--- config.mk ---
export PLATFORM = sky130hd
export DESIGN_NAME = sdram_load_sequencer_flat
export DESIGN_NICKNAME = d
export VERILOG_FILES = /design/src/rtl/sdram_load_sequencer_pkg.sv /design/src/rtl/sdram_load_sequencer_if.sv /design/src/rtl/sdram_load_sequencer_watchdog.sv /design/src/rtl/sdram_load_sequencer.sv /design/src/flat_wrapper.sv
export SDC_FILE = /design/constraint.sdc
export NUM_CORES = 1
export LEC_CHECK = 0
export BUFFER_PORTS_ARGS = -buffer_cell sky130_fd_sc_hd__buf_2
export CAP_MARGIN = 20
export CORE_ASPECT_RATIO = 1.25
export CORE_MARGIN = 2
export CORE_UTILIZATION = 40
export CTS_CLUSTER_DIAMETER = 100
export DETAILED_ROUTE_END_ITERATION = 8
export SLEW_MARGIN = 20
export SYNTH_ARGS = -nofsm -noshare
export SYNTH_HDL_FRONTEND = slang
export SYNTH_SLANG_ARGS = --single-unit
--- constraint.sdc ---
create_clock -name clk -period 2.1 [get_ports clk]
set_input_delay 0.105 -clock clk [delete_from_list [all_inputs] [get_ports clk]]
set_output_delay 0.105 -clock clk [all_outputs]
set_load 0.05 [all_outputs]
--- src/rtl/sdram_load_sequencer_pkg.sv ---
// Shared types and constants for the SDRAM load sequencer and its loader.
package sdram_seq_pkg;

  typedef enum logic [2:0] {
    S_IDLE,
    S_REQ_IMG,
    S_WAIT_IMG,
    S_REQ_COEF,
    S_WAIT_COEF,
    S_COMPUTE,
    S_FINISH,
    S_ERROR
  } seq_state_e;

  // Callers slice this down to their own select width.
  localparam logic [31:0] IMAGE_SEL = 32'hFFFF_FFFF;

  // Buffer sizes the loader uses for one image and one layer of coefficients.
  localparam int IMG_WORDS  = 4096;
  localparam int COEF_WORDS = 1024;

  // States in which the watchdog is allowed to count.
  function automatic logic is_bounded_state(input seq_state_e s);
    return (s == S_REQ_IMG) || (s == S_WAIT_IMG) ||
           (s == S_REQ_COEF) || (s == S_WAIT_COEF);
  endfunction

endpackage

--- src/rtl/sdram_load_sequencer_if.sv ---
// Loader request handshake. get_data is held until busy rises; the returned data
// is valid once busy falls again, and get_data must already be low by then.
interface sdram_load_sequencer_if #(
  parameter int NUMLAYERS = 2
);
  logic                 get_data;
  logic [NUMLAYERS-1:0] which_data;
  logic                 busy;

  modport master (output get_data, output which_data, input busy);
  modport slave  (input get_data, input which_data, output busy);
endinterface

--- src/rtl/sdram_load_sequencer_watchdog.sv ---
// Cycle counter that flags when a request/wait state has lasted TIMEOUT cycles.
module seq_watchdog #(
  parameter int TIMEOUT = 4096,
  parameter int TBITS   = 13
) (
  input  logic clk,
  input  logic reset_n,
  input  logic clear,
  input  logic enable,
  output logic expired
);

  logic [TBITS-1:0] count_q;
  logic [TBITS-1:0] count_d;

  assign expired = (count_q == TBITS'(TIMEOUT));

  always_comb begin
    count_d = count_q;
    if (clear) begin
      count_d = '0;
    end else if (enable && !expired) begin
      count_d = count_q + 1'b1;
    end
  end

  always_ff @(posedge clk or negedge reset_n) begin
    if (!reset_n) begin
      count_q <= '0;
    end else begin
      count_q <= count_d;
    end
  end

endmodule

--- src/rtl/sdram_load_sequencer.sv ---
// Run-level sequencer: loads the image, then per layer loads coefficients,
// starts the compute engine and waits for it to finish.
module sdram_load_sequencer
  import sdram_seq_pkg::*;
#(
  parameter int NUMLAYERS   = 2,
  parameter int LAYER_COUNT = 3,
  parameter int TIMEOUT     = 4096,
  parameter int TBITS       = 13
) (
  input  logic                          clk,
  input  logic                          reset_n,
  input  logic                          start,
  input  logic                          abort,
  sdram_load_sequencer_if.master        ld,
  output logic                          layer_start,
  output logic [NUMLAYERS-1:0]          layer_idx,
  input  logic                          layer_done,
  output logic                          image_ready,
  output logic                          run_busy,
  output logic                          done,
  output logic                          error,
  output seq_state_e                    dbg_state
);

  localparam logic [NUMLAYERS-1:0] LAST_LAYER = NUMLAYERS'(LAYER_COUNT - 1);
  localparam logic [NUMLAYERS-1:0] IMG_SEL    = IMAGE_SEL[NUMLAYERS-1:0];

  seq_state_e           state_q, state_d;
  logic [NUMLAYERS-1:0] cnt_q, cnt_d;
  logic                 layer_start_q, layer_start_d;
  logic                 image_ready_q, image_ready_d;
  logic                 error_q, error_d;
  logic                 wd_expired;

  seq_watchdog #(.TIMEOUT(TIMEOUT), .TBITS(TBITS)) u_watchdog (
    .clk     (clk),
    .reset_n (reset_n),
    .clear   (state_d != state_q),
    .enable  (is_bounded_state(state_q)),
    .expired (wd_expired)
  );

  always_comb begin
    state_d       = state_q;
    cnt_d         = cnt_q;
    layer_start_d = 1'b0;
    image_ready_d = image_ready_q;
    error_d       = error_q;
    if (abort) begin
      state_d       = S_IDLE;
      cnt_d         = '0;
      image_ready_d = 1'b0;
    end else begin
      case (state_q)
        S_IDLE, S_ERROR: begin
          if (start) begin
            state_d       = S_REQ_IMG;
            cnt_d         = '0;
            error_d       = 1'b0;
            image_ready_d = 1'b0;
          end
        end
        S_REQ_IMG, S_REQ_COEF: begin
          // Moving on as soon as busy is seen drops get_data before busy can fall.
          if (wd_expired) begin
            state_d = S_ERROR;
            error_d = 1'b1;
          end else if (ld.busy) begin
            state_d = (state_q == S_REQ_IMG) ? S_WAIT_IMG : S_WAIT_COEF;
          end
        end
        S_WAIT_IMG: begin
          if (wd_expired) begin
            state_d = S_ERROR;
            error_d = 1'b1;
          end else if (!ld.busy) begin
            state_d       = S_REQ_COEF;
            cnt_d         = '0;
            image_ready_d = 1'b1;
          end
        end
        S_WAIT_COEF: begin
          if (wd_expired) begin
            state_d = S_ERROR;
            error_d = 1'b1;
          end else if (!ld.busy) begin
            state_d       = S_COMPUTE;
            layer_start_d = 1'b1;
          end
        end
        S_COMPUTE: begin
          if (layer_done) begin
            if (cnt_q == LAST_LAYER) begin
              state_d = S_FINISH;
            end else begin
              state_d = S_REQ_COEF;
              cnt_d   = cnt_q + 1'b1;
            end
          end
        end
        S_FINISH: state_d = S_IDLE;
        default:  state_d = S_IDLE;
      endcase
    end
  end

  always_ff @(posedge clk or negedge reset_n) begin
    if (!reset_n) begin
      state_q       <= S_IDLE;
      cnt_q         <= '0;
      layer_start_q <= 1'b0;
      image_ready_q <= 1'b0;
      error_q       <= 1'b0;
    end else begin
      state_q       <= state_d;
      cnt_q         <= cnt_d;
      layer_start_q <= layer_start_d;
      image_ready_q <= image_ready_d;
      error_q       <= error_d;
    end
  end

  assign ld.get_data   = (state_q == S_REQ_IMG) || (state_q == S_REQ_COEF);
  assign ld.which_data = ((state_q == S_REQ_IMG) || (state_q == S_WAIT_IMG)) ? IMG_SEL : cnt_q;
  assign layer_start   = layer_start_q;
  assign layer_idx     = cnt_q;
  assign image_ready   = image_ready_q;
  assign run_busy      = (state_q != S_IDLE) && (state_q != S_ERROR);
  assign done          = (state_q == S_FINISH);
  assign error         = error_q;
  assign dbg_state     = state_q;

endmodule

--- src/flat_wrapper.sv ---
// flat-port wrapper written by rule: the top's interface ports become plain ports
module sdram_load_sequencer_flat import sdram_seq_pkg::*;
#(
  parameter int NUMLAYERS   = 2,
  parameter int LAYER_COUNT = 3,
  parameter int TIMEOUT     = 4096,
  parameter int TBITS       = 13
)
  (clk, reset_n, start, abort, layer_start, layer_idx, layer_done, image_ready, run_busy, done, error, dbg_state, ld_get_data, ld_which_data, ld_busy);
  sdram_load_sequencer_if #(.NUMLAYERS(NUMLAYERS)) ld_i ();
  input  logic clk;
  input  logic reset_n;
  input  logic start;
  input  logic abort;
  output logic layer_start;
  output logic [NUMLAYERS-1:0] layer_idx;
  input  logic layer_done;
  output logic image_ready;
  output logic run_busy;
  output logic done;
  output logic error;
  output seq_state_e dbg_state;
  output wire logic [$bits(ld_i.get_data)-1:0] ld_get_data;
  output wire logic [$bits(ld_i.which_data)-1:0] ld_which_data;
  input wire logic [$bits(ld_i.busy)-1:0] ld_busy;
  assign ld_get_data = ld_i.get_data;
  assign ld_which_data = ld_i.which_data;
  assign ld_i.busy = ld_busy;
  sdram_load_sequencer #(.NUMLAYERS(NUMLAYERS), .LAYER_COUNT(LAYER_COUNT), .TIMEOUT(TIMEOUT), .TBITS(TBITS)) u_core (.clk(clk), .reset_n(reset_n), .start(start), .abort(abort), .ld(ld_i), .layer_start(layer_start), .layer_idx(layer_idx), .layer_done(layer_done), .image_ready(image_ready), .run_busy(run_busy), .done(done), .error(error), .dbg_state(dbg_state));
endmodule
After elaboration in Yosys (flattened, before gate mapping)

Index checks and enable logic that the tools add are counted.

Output and inout bits: 13
Register bits after elaboration: 21
Input bits: 6
Logic and storage cells: 79

Mux-type cells: 33
Equal/unequal tests: 18
Reductions and logical operators: 19
Add/sub/neg operators: 2
Bitwise gates (word level): 1

Operators by type and width:

| operator                                      | number |
|---|---|
| 2-to-1 mux 3 bit                              | 11 |
| 2-to-1 mux 13 bit                             | 2 |
| != test 3 bit, second input constant          | 6 |
| one-hot mux 3 bit (6 select lines)            | 1 |
| 2-to-1 mux 2 bit                              | 7 |
| adder 13 x 1 -> 13 bit, second input constant | 1 |
| == test 13 bit, second input constant         | 1 |
| == test 3 bit, second input constant          | 4 |
| 2-to-1 mux 1 bit                              | 9 |
| AND reduction 4 bit                           | 2 |
| == test 3 x 2 -> 1 bit, second input constant | 2 |
| one-hot mux 2 bit (3 select lines)            | 1 |
| AND reduction 6 bit                           | 1 |
| nonzero test 3 bit                            | 2 |
| logical OR 1 bit                              | 4 |
| one-hot mux 1 bit (2 select lines)            | 2 |
| nonzero test 2 bit                            | 2 |
| nonzero test 4 bit                            | 1 |
| OR reduction 2 bit                            | 2 |
| OR reduction 4 bit                            | 1 |
| == test 3 x 1 -> 1 bit, second input constant | 1 |
| logical NOT 3 bit                             | 1 |
| != test 3 bit                                 | 1 |
| adder 2 x 1 -> 2 bit, second input constant   | 1 |
| other kinds (6)                               | 7 |

Depth between registers and ports, before layout

Gate-level depths: netlist (run 1).

Depth after elaboration: 8
Depth in mapped cells: 9
Depth with buffers taken out: 7

Hierarchy

A second synthesis (run 1) with hierarchy kept.

Cell total of the unflattened synthesis: 163
Area total of the unflattened synthesis: 1427.6 µm²

By module, submodules not included:

| module               | sequential area each (µm²) | times used | cells each | area an instance (µm²) |
|---|---|---|---|---|
| seq_watchdog         | 325.3                      | 1          | 79         | 747.0 |
| sdram_load_sequencer | 200.2                      | 1          | 84         | 680.7 |

Least setup slack after synthesis (run 1)

Ideal clock, no wire load.

Path kind: register to register
Start: register u_core.state_q[2] (netlist: u_core.dbg_state[2])
End: register u_core.u_watchdog.count_q[8]
Path slack: 0.144 ns
Stages on the path, launching flop included: 8
Required time: 1.981 ns
Path buffers: 2
Setup time: 0.119 ns
Clock period less this slack: 1.956 ns
Data arrival time: 1.837 ns
Path through: dfrtp_1 -> buf_2 -> nor2b_1 -> a311oi_1 -> a2bb2oi_1 -> o211ai_2 -> buf_6 -> nor2_2

Word-level cells in the longest chain between the ends: 8
Elaborated cells between the ends (all ways): 28
Those cells by class: eq/ne: 8; mux: 12; reduce/logical: 8

Ends and longest elaborated chain:

| item                                                    | line                                                                                   | source |
|---|---|---|
| from (decl)                                             | sdram_load_sequencer.sv:29                                                             | `seq_state_e state_q, state_d;` |
| from (signal assigned)                                  | sdram_load_sequencer.sv:116                                                            | `state_q <= state_d;` |
| == test 3 x 1 -> 1 bit                                  | sdram_load_sequencer_pkg.sv:24, sdram_load_sequencer.sv:55, sdram_load_sequencer.sv:70 |  |
| 2-to-1 mux 3 bit                                        | sdram_load_sequencer.sv:70                                                             | `state_d = (state_q == S_REQ_IMG) ? S_WAIT_IMG : S_WAIT_COEF;` |
| 2-to-1 mux 3 bit                                        | sdram_load_sequencer.sv:69                                                             | `end else if (ld.busy) begin` |
| 2-to-1 mux 3 bit                                        | sdram_load_sequencer.sv:66                                                             | `if (wd_expired) begin` |
| one-hot mux 3 bit (6 select lines)                      | sdram_load_sequencer.sv:55                                                             | `case (state_q)` |
| 2-to-1 mux 3 bit                                        | sdram_load_sequencer.sv:50                                                             | `if (abort) begin` |
| != test 3 bit                                           | sdram_load_sequencer.sv:39                                                             | `.clear (state_d != state_q),` |
| 2-to-1 mux 13 bit or nonzero test 2 bit (tied branches) | --                                                                                     |  |
| to (signal assigned)                                    | sdram_load_sequencer_watchdog.sv:31                                                    | `count_q <= count_d;` |
| to (decl)                                               | sdram_load_sequencer_watchdog.sv:13                                                    | `logic [TBITS-1:0] count_q;` |

Parallel ways exist; a longest one is shown, timed or not.
A chain may end at the register's enable or synchronous reset.

Worst setup path after layout (run 1)

Start: register u_core.u_watchdog.count_q[0]
End: register u_core.u_watchdog.count_q[3]

Word-level cells in the longest chain between the ends: 6
Elaborated cells between the ends (all ways): 13
Those cells by class: add/sub: 1; eq/ne: 2; mux: 7; reduce/logical: 3

Ends and longest elaborated chain:

| item                                                    | line                                                                               | source |
|---|---|---|
| == test 13 bit                                          | sdram_load_sequencer_watchdog.sv:16                                                | `assign expired = (count_q == TBITS'(TIMEOUT));` |
| 2-to-1 mux 3 bit, on equally long branches              | sdram_load_sequencer.sv:84, sdram_load_sequencer.sv:66, sdram_load_sequencer.sv:74 |  |
| one-hot mux 3 bit (6 select lines)                      | sdram_load_sequencer.sv:55                                                         |  |
| 2-to-1 mux 3 bit                                        | sdram_load_sequencer.sv:50                                                         |  |
| != test 3 bit                                           | sdram_load_sequencer.sv:39                                                         |  |
| 2-to-1 mux 13 bit or nonzero test 2 bit (tied branches) | --                                                                                 |  |

Parallel ways exist; a longest one is shown, timed or not. The select of a mux whose other input is x is not followed.

==> impl_summary.log, run 1 <==
INFO  metric ctsLongestPathBuffers = 2
INFO  metric synth_top_cells_by_area = sky130_fd_sc_hd__dfrtp_1 (34%), sky130_fd_sc_hd__nor2_1 (4.3%), sky130_fd_sc_hd__nor2_2 (4.0%)
INFO  metric post-cts-setup-buffers = 0
INFO  metric grt_max_degree = 22
INFO  metric synth.cell_area = 0.001558 mm^2
INFO  metric routed-via-count = 1394
INFO  metric synth.top_cell.area_share = 33.73%
INFO  metric grt_antenna_before_repair = 0
INFO  metric synth_top_area_cell = sky130_fd_sc_hd__dfrtp_1
INFO  metric areaGrowthSynthToFinish = 13.25%
INFO  metric p_leak = 0.7855 nW
INFO  metric antenna_cells = 0
INFO  metric cts_tree = built
INFO  metric clk_lat_worst_skew = 260 ps
INFO  metric grt_setup_unrepaired = no
INFO  metric number_of_optimization_iterations_in_the_first_detailed_route_pass = 4
INFO  metric worst-slew-pin-transition = 509.4 ps
INFO  metric critical_path.startpoint_type = register
INFO  metric drt.antenna.violating_nets = 0
INFO  metric tns = 0 ps
INFO  metric gp_weighted_congestion = 0.8757
INFO  metric post_drt_wl_per_cell = 15.53 um
INFO  metric fp-row-count = 25
INFO  metric finalHoldViolCount = 0
INFO  metric number_of_library_cell_types_mapped_by_synthesis = 51
INFO  metric hpwl = 2.780 mm
INFO  metric grt.total_usage = 18.78%
INFO  metric nNetsFinal = 215
INFO  metric htreeDepth = 1
INFO  metric power_density = 534.8 mW/mm^2
INFO  metric final.min_clock_period = 1966 ps
INFO  metric run_status = complete, no violations
INFO  metric synth_warnings = 0
INFO  metric worst_hold_slack = 234.8 ps
INFO  metric fraction_of_layout_cells_with_a_size_suffix_above_1 = 24.88%
INFO  metric drc = 0
INFO  metric tritoncts.num_buffers = 3
INFO  metric critPathArrivalTime = 2110 ps
INFO  metric die_width = 59.82 um
INFO  metric synth_cells = 184
INFO  metric worst_setup_slack_for_register_to_register_paths = 130 ps
INFO  metric finalCoreUtilization = 47.00%
INFO  metric worst_ep_required_time = 2250 ps
INFO  metric totalPowerFinal = 0.9434 mW
INFO  metric ys.flop_type = sky130_fd_sc_hd__dfrtp_1
INFO  metric syn_nets = 193
INFO  metric routed_wirelength = 3.804 mm
INFO  metric clk_pin_slew_worst_setup_hold_paths = 80 ps
INFO  metric first_iter_violations = 62
INFO  metric globalRouteOverflowTotal = 0
INFO  metric via_per_inst = 5.690
INFO  metric synth_area_per_cell = 8.466 um^2
INFO  metric min_delay_path_class = in2reg
INFO  metric root_buffer_cell = sky130_fd_sc_hd__clkbuf_8
INFO  metric design.die.area = 0.004413 mm^2
INFO  metric core = 0.003754 mm^2
INFO  metric report.final.slew_viol_count = 0
INFO  metric finClkSkew = 6.440 ps
INFO  metric critical_path_class = reg2reg
INFO  metric finalSetupViolations = 0
INFO  metric number_of_enable_flip_flop_cells_after_synthesis = 0
INFO  metric numClockSinks = 21
INFO  metric worst_ir_drop_vdd = 276.5 uV
INFO  metric grt_pass1_wl = 6.299 mm
INFO  metric yosys_register_bits = 21
INFO  metric cp_max_fo = 13
INFO  metric max_cap_violations = 0
INFO  metric initial_core_util = 41.50%
INFO  metric grt_pass1_vias = 1376
INFO  metric worst_setup_path_end_kind = register
INFO  metric fmaxAchievable = 508.5 MHz
INFO  metric synth-seq-area-share = 33.73%
INFO  metric port_buffers = 18
INFO  metric min_period_over_period = 93.64%
INFO  metric die-height = 73.77 um
INFO  metric maxSlewHeadroom = 66.04%
INFO  metric share_of_flip_flops_with_an_asynchronous_set_or_reset_after_synthesis = 100.0%
INFO  metric io-pin-count = 19
==> critical path, cell delays in order, from the launching register on <==
cell                       delay (ps)
sky130_fd_sc_hd__dfrtp_1          410
sky130_fd_sc_hd__inv_1            110
sky130_fd_sc_hd__ha_1             160
sky130_fd_sc_hd__and4bb_2         270
sky130_fd_sc_hd__nand3_2          160
sky130_fd_sc_hd__o32a_1           390
sky130_fd_sc_hd__o211ai_2          70
sky130_fd_sc_hd__buf_6            200
sky130_fd_sc_hd__nor2_1            70
==> stage by stage <==
stage	setup WS, ps	instance area, um^2	cells
4_1_cts	71.31	1760	245
2_1_floorplan	144.2	1558	184
5_1_grt	30.78	1764	245
3_5_place_dp	123.7	1704	240
3_3_place_gp	184.8	1704	240
6_report	133.5	1764	245
==> cells in the mapped netlist (all sizes together) (4+ instances only) <==
| cell type | number |
|---|---|
| nor2 | 28 |
| dfrtp | 21 |
| nand2 | 15 |
| a21oi | 11 |
| buf | 9 |
| o21ai | 8 |
| inv | 7 |
| nand3 | 7 |
| xor2 | 7 |
| nor3 | 6 |
| nand4 | 5 |
| xnor2 | 5 |
| and3 | 4 |
==> worst paths after layout <==
path | startpoint | end | cells after the start
setup reg to reg | u_core.u_watchdog.count_q[0] | u_core.u_watchdog.count_q[3] | 8
setup / recovery | u_core.u_watchdog.count_q[0] | u_core.u_watchdog.count_q[3] | 8
hold / removal | start | u_core.dbg_state[1] | 2
max in group asynchronous | reset_n | u_core.dbg_state[1] | 2
min in group asynchronous | reset_n | u_core.u_watchdog.count_q[9] | 2
hold reg to reg | u_core.layer_idx[0] | u_core.layer_idx[0] | 1
==> placed cells by master, fill, tap and decap left out, types with 4 or more instances in the layout <==
| cell type | count |
|---|---|
| sky130_fd_sc_hd__nand2_1 | 15 |
| sky130_fd_sc_hd__xor2_1 | 7 |
| sky130_fd_sc_hd__buf_4 | 8 |
| sky130_fd_sc_hd__o21ai_0 | 8 |
| sky130_fd_sc_hd__nand4_1 | 5 |
| sky130_fd_sc_hd__a21oi_1 | 11 |
| sky130_fd_sc_hd__xnor2_1 | 5 |
| sky130_fd_sc_hd__nor2_1 | 18 |
| sky130_fd_sc_hd__nand3_1 | 6 |
| sky130_fd_sc_hd__nor3_1 | 6 |
| sky130_fd_sc_hd__dfrtp_1 | 21 |
| sky130_fd_sc_hd__and3_1 | 4 |
| sky130_fd_sc_hd__inv_1 | 7 |
| sky130_fd_sc_hd__buf_2 | 18 |
| sky130_fd_sc_hd__nor2_2 | 10 |
==> area by class of cell <==
| cell class | count | area, um^2 |
|---|---|---|
| fillers | 381 | 1989 |
| multi-input cells | 145 | 944.7 |
| flip-flops and latches | 21 | 525.5 |
| repair buffers | 28 | 171.4 |
| well taps | 40 | 50.05 |
| clock buffers | 3 | 41.29 |
| inverters | 7 | 26.28 |
| clock inverters | 1 | 5.005 |
==> registers in the layout (all words and copies together), names as in the netlist <==
signal / flops
u_core.u_watchdog.count_q: 13
u_core.dbg_state: 3
u_core.layer_idx: 2
u_core.error: 1
u_core.image_ready: 1
u_core.layer_start: 1
==> per-layer routing <==
metal  track usage (%)  up-vias  routed length, um  part of all wire, %
li1                  -      696                  -                    -
met5                 0        -                  0                    0
met1             25.63      663               1717                   45
met3             2.113        4                114                  3.0
met4             6.173        0                 39                  1.0
met2             30.56       31               1932                   51
==> what timing repair did <==
action                     CTS  global route
gates resized for setup      0             1
hold buffers                 1             0
setup endpoints to repair    0             6
hold endpoints to repair    21             0
==> where the power goes <==
part,switching [mW],total (mW),internal [mW]
clock network,0.136,0.268,0.132
registers,0.0193,0.435,0.415
logic,0.161,0.241,0.0803
total,0.316,0.943,0.628
==> kinds of logic (layout without fill, tap and decap cells) <==
group / count (synthesis) / in the layout / synth area share (%)
compound gates: 39 / 39 / 16.71
xor+xnor: 12 / 12 / 6.747
fa+ha+maj: 3 / 3 / 2.410
buf+inv: 18 / 39 / 5.623
flops: 21 / 21 / 33.73
mux: 2 / 2 / 1.285
simple gates: 89 / 89 / 33.49
Power figures use the tool's default switching activity.
==> run 2: changes to the inputs <==
Settings changed: ABC_AREA from default to 1.
==> run 2 against run 1 <==
Area after synthesis decreased by 1.3%. Clock-buffer cell count unchanged. Die area decreased by 1.2%. Maximum frequency increased by 3.6%. Worst setup slack improved by 69 ps. Design area decreased by 0.71%. Synthesized cell count increased by 18%. Hold slack got worse by 160 ps. Sequential cell count unchanged. Via count decreased by 2.6%. First-iteration DRC count decreased by 47%. Critical endpoint is now u_core.u_watchdog.count_q[1]. Largest power group is now combinational logic.
==> impl_summary.log, run 2 <==
INFO  metric drc = 0 (unchanged)
INFO  metric netSwitchingPower = 1.276 mW (was 0.3157 mW)
INFO  metric cts_tree = built (unchanged)
INFO  metric critical_path.startpoint_type = register (unchanged)
INFO  metric grt_pass1_wl = 5.630 mm (was 6.299 mm)
INFO  metric totalPowerFinal = 2.275 mW (was 0.9434 mW)
INFO  metric share_of_flip_flops_with_an_asynchronous_set_or_reset_after_synthesis = 100.0% (unchanged)
INFO  metric port_buffers = 18 (unchanged)
INFO  metric final_design_area_no_fill = 0.001752 mm^2 (was 0.001764 mm^2)
INFO  metric ff2ff_path_depth = 13 (was 8)
INFO  metric root_buffer_cell = sky130_fd_sc_hd__clkbuf_8 (unchanged)
INFO  metric synth_commonest_cells = sky130_fd_sc_hd__nand2_1 (66), sky130_fd_sc_hd__inv_1 (31), sky130_fd_sc_hd__nor2_1 (23) (was sky130_fd_sc_hd__dfrtp_1 (21), sky130_fd_sc_hd__nor2_1 (18), sky130_fd_sc_hd__nand2_1 (15))
INFO  metric worst_hold_slack = 73.63 ps (was 234.8 ps)
INFO  metric grt.total_usage = 16.96% (was 18.78%)
INFO  metric synth_top_area_cell = sky130_fd_sc_hd__dfrtp_1 (unchanged)
INFO  metric timing.final.ws_setup = 202.4 ps (was 133.5 ps)
INFO  metric worst_ep_required_time = 2280 ps (was 2250 ps)
INFO  metric power_density = 1299 mW/mm^2 (was 534.8 mW/mm^2)
INFO  metric worst-slew-pin-transition = 468.7 ps (was 509.4 ps)
INFO  metric synth_area_per_cell = 7.086 um^2 (was 8.466 um^2)
INFO  metric filler_cell_count = 402 (was 381)
INFO  metric antenna_cells = 0 (unchanged)
INFO  metric end_point_of_the_most_critical_hold_path = u_core.layer_start (was u_core.dbg_state[1])
INFO  metric drt.antenna.violating_nets = 0 (unchanged)
INFO  metric power_switching_share = 56.07% (was 33.46%)
INFO  metric number_of_flip_flops_under_the_largest_register_name = 13 (unchanged)
INFO  metric io-pin-count = 19 (unchanged)
INFO  metric synthSimpleGateAreaFrac = 42.23% (was 33.49%)
INFO  metric number_of_library_cell_types_mapped_by_synthesis = 27 (was 51)
INFO  metric post_synth_xor_area_fraction = 5.126% (was 6.747%)
INFO  metric tns = 0 ps (unchanged)
INFO  metric timing.hold.worst.start = abort (was start)
INFO  metric gp_weighted_congestion = 0.8613 (was 0.8757)
INFO  metric synthesized_area_fraction_occupied_by_ao_oa_aoi_and_oai_cells = 5.533% (was 16.71%)
INFO  metric number_of_optimization_iterations_in_the_first_detailed_route_pass = 4 (unchanged)
INFO  metric whs_path_depth = 2 (unchanged)
INFO  metric mostFrequentLayoutCell = sky130_fd_sc_hd__nand2_1 (was sky130_fd_sc_hd__dfrtp_1)
INFO  metric layout.cells.most_common_list = sky130_fd_sc_hd__nand2_1 (66), sky130_fd_sc_hd__inv_1 (31), sky130_fd_sc_hd__nor2_1 (22) (was sky130_fd_sc_hd__dfrtp_1 (21), sky130_fd_sc_hd__nor2_1 (18), sky130_fd_sc_hd__buf_2 (18))
INFO  metric fp-row-count = 25 (unchanged)
INFO  metric synth_top_family_by_area = simple AND/OR/NAND/NOR gates (unchanged)
INFO  metric post-cts-setup-buffers = 0 (unchanged)
INFO  metric worst_ir_drop_vdd = 1071 uV (was 276.5 uV)
INFO  metric grt_max_degree = 22 (unchanged)
INFO  metric internal_cell_power = 0.9995 mW (was 0.6278 mW)
INFO  metric synth_top_cells_by_area = sky130_fd_sc_hd__dfrtp_1 (34%), sky130_fd_sc_hd__nand2_1 (16%), sky130_fd_sc_hd__inv_1 (7.6%) (was sky130_fd_sc_hd__dfrtp_1 (34%), sky130_fd_sc_hd__nor2_1 (4.3%), sky130_fd_sc_hd__nor2_2 (4.0%))
INFO  metric nNetsFinal = 248 (was 215)
INFO  metric seqPwrFrac = 23.7% (was 46.1%)
INFO  metric clkPwrFrac = 11.7% (was 28.4%)
INFO  metric dp_slack = 99.37 ps (was 123.7 ps)
INFO  metric number_of_enable_flip_flop_cells_after_synthesis = 0 (unchanged)
INFO  metric synth_cells = 217 (was 184)
INFO  metric areaGrowthSynthToFinish = 13.91% (was 13.25%)
INFO  metric fraction_of_layout_cells_with_a_size_suffix_above_1 = 21.01% (was 24.88%)
INFO  metric synth.area.mux_share = 0% (was 1.285%)
INFO  metric globalRouteOverflowTotal = 0 (unchanged)
INFO  metric min_period_over_period = 90.36% (was 93.64%)
INFO  metric synth.cell_area = 0.001538 mm^2 (was 0.001558 mm^2)
INFO  metric largest_register = u_core.u_watchdog.count_q (unchanged)
INFO  metric finalSetupViolations = 0 (unchanged)
INFO  metric dpl-instance-area = 0.001668 mm^2 (was 0.001704 mm^2)
INFO  metric final.min_clock_period = 1898 ps (was 1966 ps)
INFO  metric report.final.slew_viol_count = 0 (unchanged)
INFO  metric numClockSinks = 21 (unchanged)
INFO  metric post_drt_wl_per_cell = 12.06 um (was 15.53 um)
INFO  metric max_cap_violations = 0 (unchanged)
INFO  metric core = 0.003722 mm^2 (was 0.003754 mm^2)
INFO  metric rr_startpoint = u_core.dbg_state[2] (was u_core.u_watchdog.count_q[0])
INFO  metric finalHoldViolCount = 0 (unchanged)
INFO  metric first_iter_violations = 33 (was 62)
INFO  metric tritoncts.num_buffers = 3 (unchanged)
INFO  metric critical_path_class = reg2reg (unchanged)
INFO  metric final-instance-count-excl-fill = 278 (was 245)
INFO  metric fmaxAchievable = 527.0 MHz (was 508.5 MHz)
INFO  metric run_status = complete, no violations (unchanged)
INFO  metric cp_max_fo = 13 (unchanged)
INFO  metric clk_pin_slew_worst_setup_hold_paths = 80 ps (about the same)
INFO  metric yosys.cell_count.top_type = sky130_fd_sc_hd__nand2_1 (was sky130_fd_sc_hd__dfrtp_1)
INFO  metric maxSlewHeadroom = 68.75% (was 66.04%)
INFO  metric routed_wirelength = 3.354 mm (was 3.804 mm)
INFO  metric synth_warnings = 0 (unchanged)
INFO  metric min_delay_path_class = in2reg (unchanged)
INFO  metric worst_setup_slack_for_register_to_register_paths = 200 ps (was 130 ps)
INFO  metric p_leak = 0.9039 nW (was 0.7855 nW)
INFO  metric htreeDepth = 1 (unchanged)
INFO  metric grt_pass1_vias = 1316 (was 1376)
INFO  metric pwr-share-comb = 64.6% (was 25.6%)
INFO  metric clk_lat_worst_skew = 260 ps (about the same)
INFO  metric die_width = 59.46 um (was 59.82 um)
INFO  metric synth-seq-area-share = 34.17% (was 33.73%)
INFO  metric yosys_register_bits = 21 (unchanged)
INFO  metric syn_nets = 226 (was 193)
INFO  metric via_per_inst = 4.885 (was 5.690)
INFO  metric hpwl = 2.592 mm (was 2.780 mm)
INFO  metric finClkSkew = 8.484 ps (was 6.440 ps)
INFO  metric initial_core_util = 41.31% (was 41.50%)
INFO  metric synth.top_cell.area_share = 34.17% (was 33.73%)
INFO  metric grt_antenna_before_repair = 0 (unchanged)
INFO  metric routed-via-count = 1358 (was 1394)
INFO  metric ctsLongestPathBuffers = 2 (unchanged)
INFO  metric die-height = 73.32 um (was 73.77 um)
INFO  metric synth-adder-area-share = 2.441% (was 2.410%)
INFO  metric place_inst = 272 (was 240)
INFO  metric regToRegEndpoint = u_core.u_watchdog.count_q[1] (was u_core.u_watchdog.count_q[3])
INFO  metric finalCoreUtilization = 47.06% (was 47.00%)
INFO  metric design.die.area = 0.004359 mm^2 (was 0.004413 mm^2)
INFO  metric ys.flop_type = sky130_fd_sc_hd__dfrtp_1 (unchanged)
INFO  metric critPathArrivalTime = 2070 ps (was 2110 ps)
INFO  metric worst_setup_path_end_kind = register (unchanged)
[run 2: cell count changes in the layout (fill, tap and decap cells not counted), sizes merged, moves of 8 or more]
cell,change
inv,+26
buf,-8
nand2,+57
nand3,+9
nor3,+11
a21oi,-8
[run 2: power by group through the flow]
| stage | clock network, mW | registers (mW) | logic (mW) |
|---|---|---|---|
| floorplan | 0 | 0.603 | 1.09 |
| global placement | 0 | 0.541 | 1.45 |
| detailed placement | 0 | 0.540 | 1.44 |
| CTS | 0.278 | 0.533 | 1.44 |
| global route | 0.293 | 0.549 | 1.61 |
| finish | 0.267 | 0.538 | 1.47 |
[run 2: cells by family (layout without fill, tap and decap cells)]
family,Yosys count,in the layout
flops,21,21
compound gates,14,14
buf+inv,37,57
fa+ha+maj,3,3
xor+xnor,9,9
simple gates,133,134
[run 2: layer usage]
metal / wire length [um] / global-route usage (%)
met1: 1486 / 19.87
met2: 1688 / 29.91
met3: 97 / 2.289
met4: 82 / 7.828
met5: 0 / 0
[run 2: area by class of cell]
type | count | area, um^2 | share of cell area, %
inverter | 33 | 123.9 | 7.071
clock inverter | 1 | 5.005 | 0.2857
multi-input combinational | 160 | 884.6 | 50.50
tap | 40 | 50.05 | 2.857
sequential | 21 | 526.8 | 30.07
timing repair buffer | 20 | 120.1 | 6.857
clock buffer | 3 | 41.29 | 2.357
[run 2: worst max-delay path: stages, from the launching register on]
cell                      delay, ps
sky130_fd_sc_hd__dfrtp_1        570
sky130_fd_sc_hd__inv_1          150
sky130_fd_sc_hd__o21ai_2        130
sky130_fd_sc_hd__nand2_4         90
sky130_fd_sc_hd__nor2_4         130
sky130_fd_sc_hd__nand2_1         60
sky130_fd_sc_hd__nand2_1         70
sky130_fd_sc_hd__inv_2           40
sky130_fd_sc_hd__nand2_2         60
sky130_fd_sc_hd__nand2_1         50
sky130_fd_sc_hd__nand2_1         70
sky130_fd_sc_hd__nand3_2        100
sky130_fd_sc_hd__buf_12         160
sky130_fd_sc_hd__nor3_1         130
[run 2: timing repair]
item	4_1_cts	5_1_grt
endpoints found under the setup margin	0	15
hold buffers	1	0
gates resized for setup	0	5
hold endpoints to repair	21	0
[run 2: how the worst max path moves through the flow]
stage,start,end,slack (ps),cells past startpoint
global route,u_core.u_watchdog.count_q[0],u_core.u_watchdog.count_q[1],-20,13
detailed placement,u_core.u_watchdog.count_q[0],u_core.u_watchdog.count_q[1],100,12
finish,u_core.dbg_state[2],u_core.u_watchdog.count_q[1],200,13
global placement,u_core.u_watchdog.count_q[0],u_core.u_watchdog.count_q[1],180,12
CTS,u_core.u_watchdog.count_q[0],u_core.u_watchdog.count_q[1],80,12
floorplan,u_core.layer_idx[0],u_core.u_watchdog.count_q[12],40,11
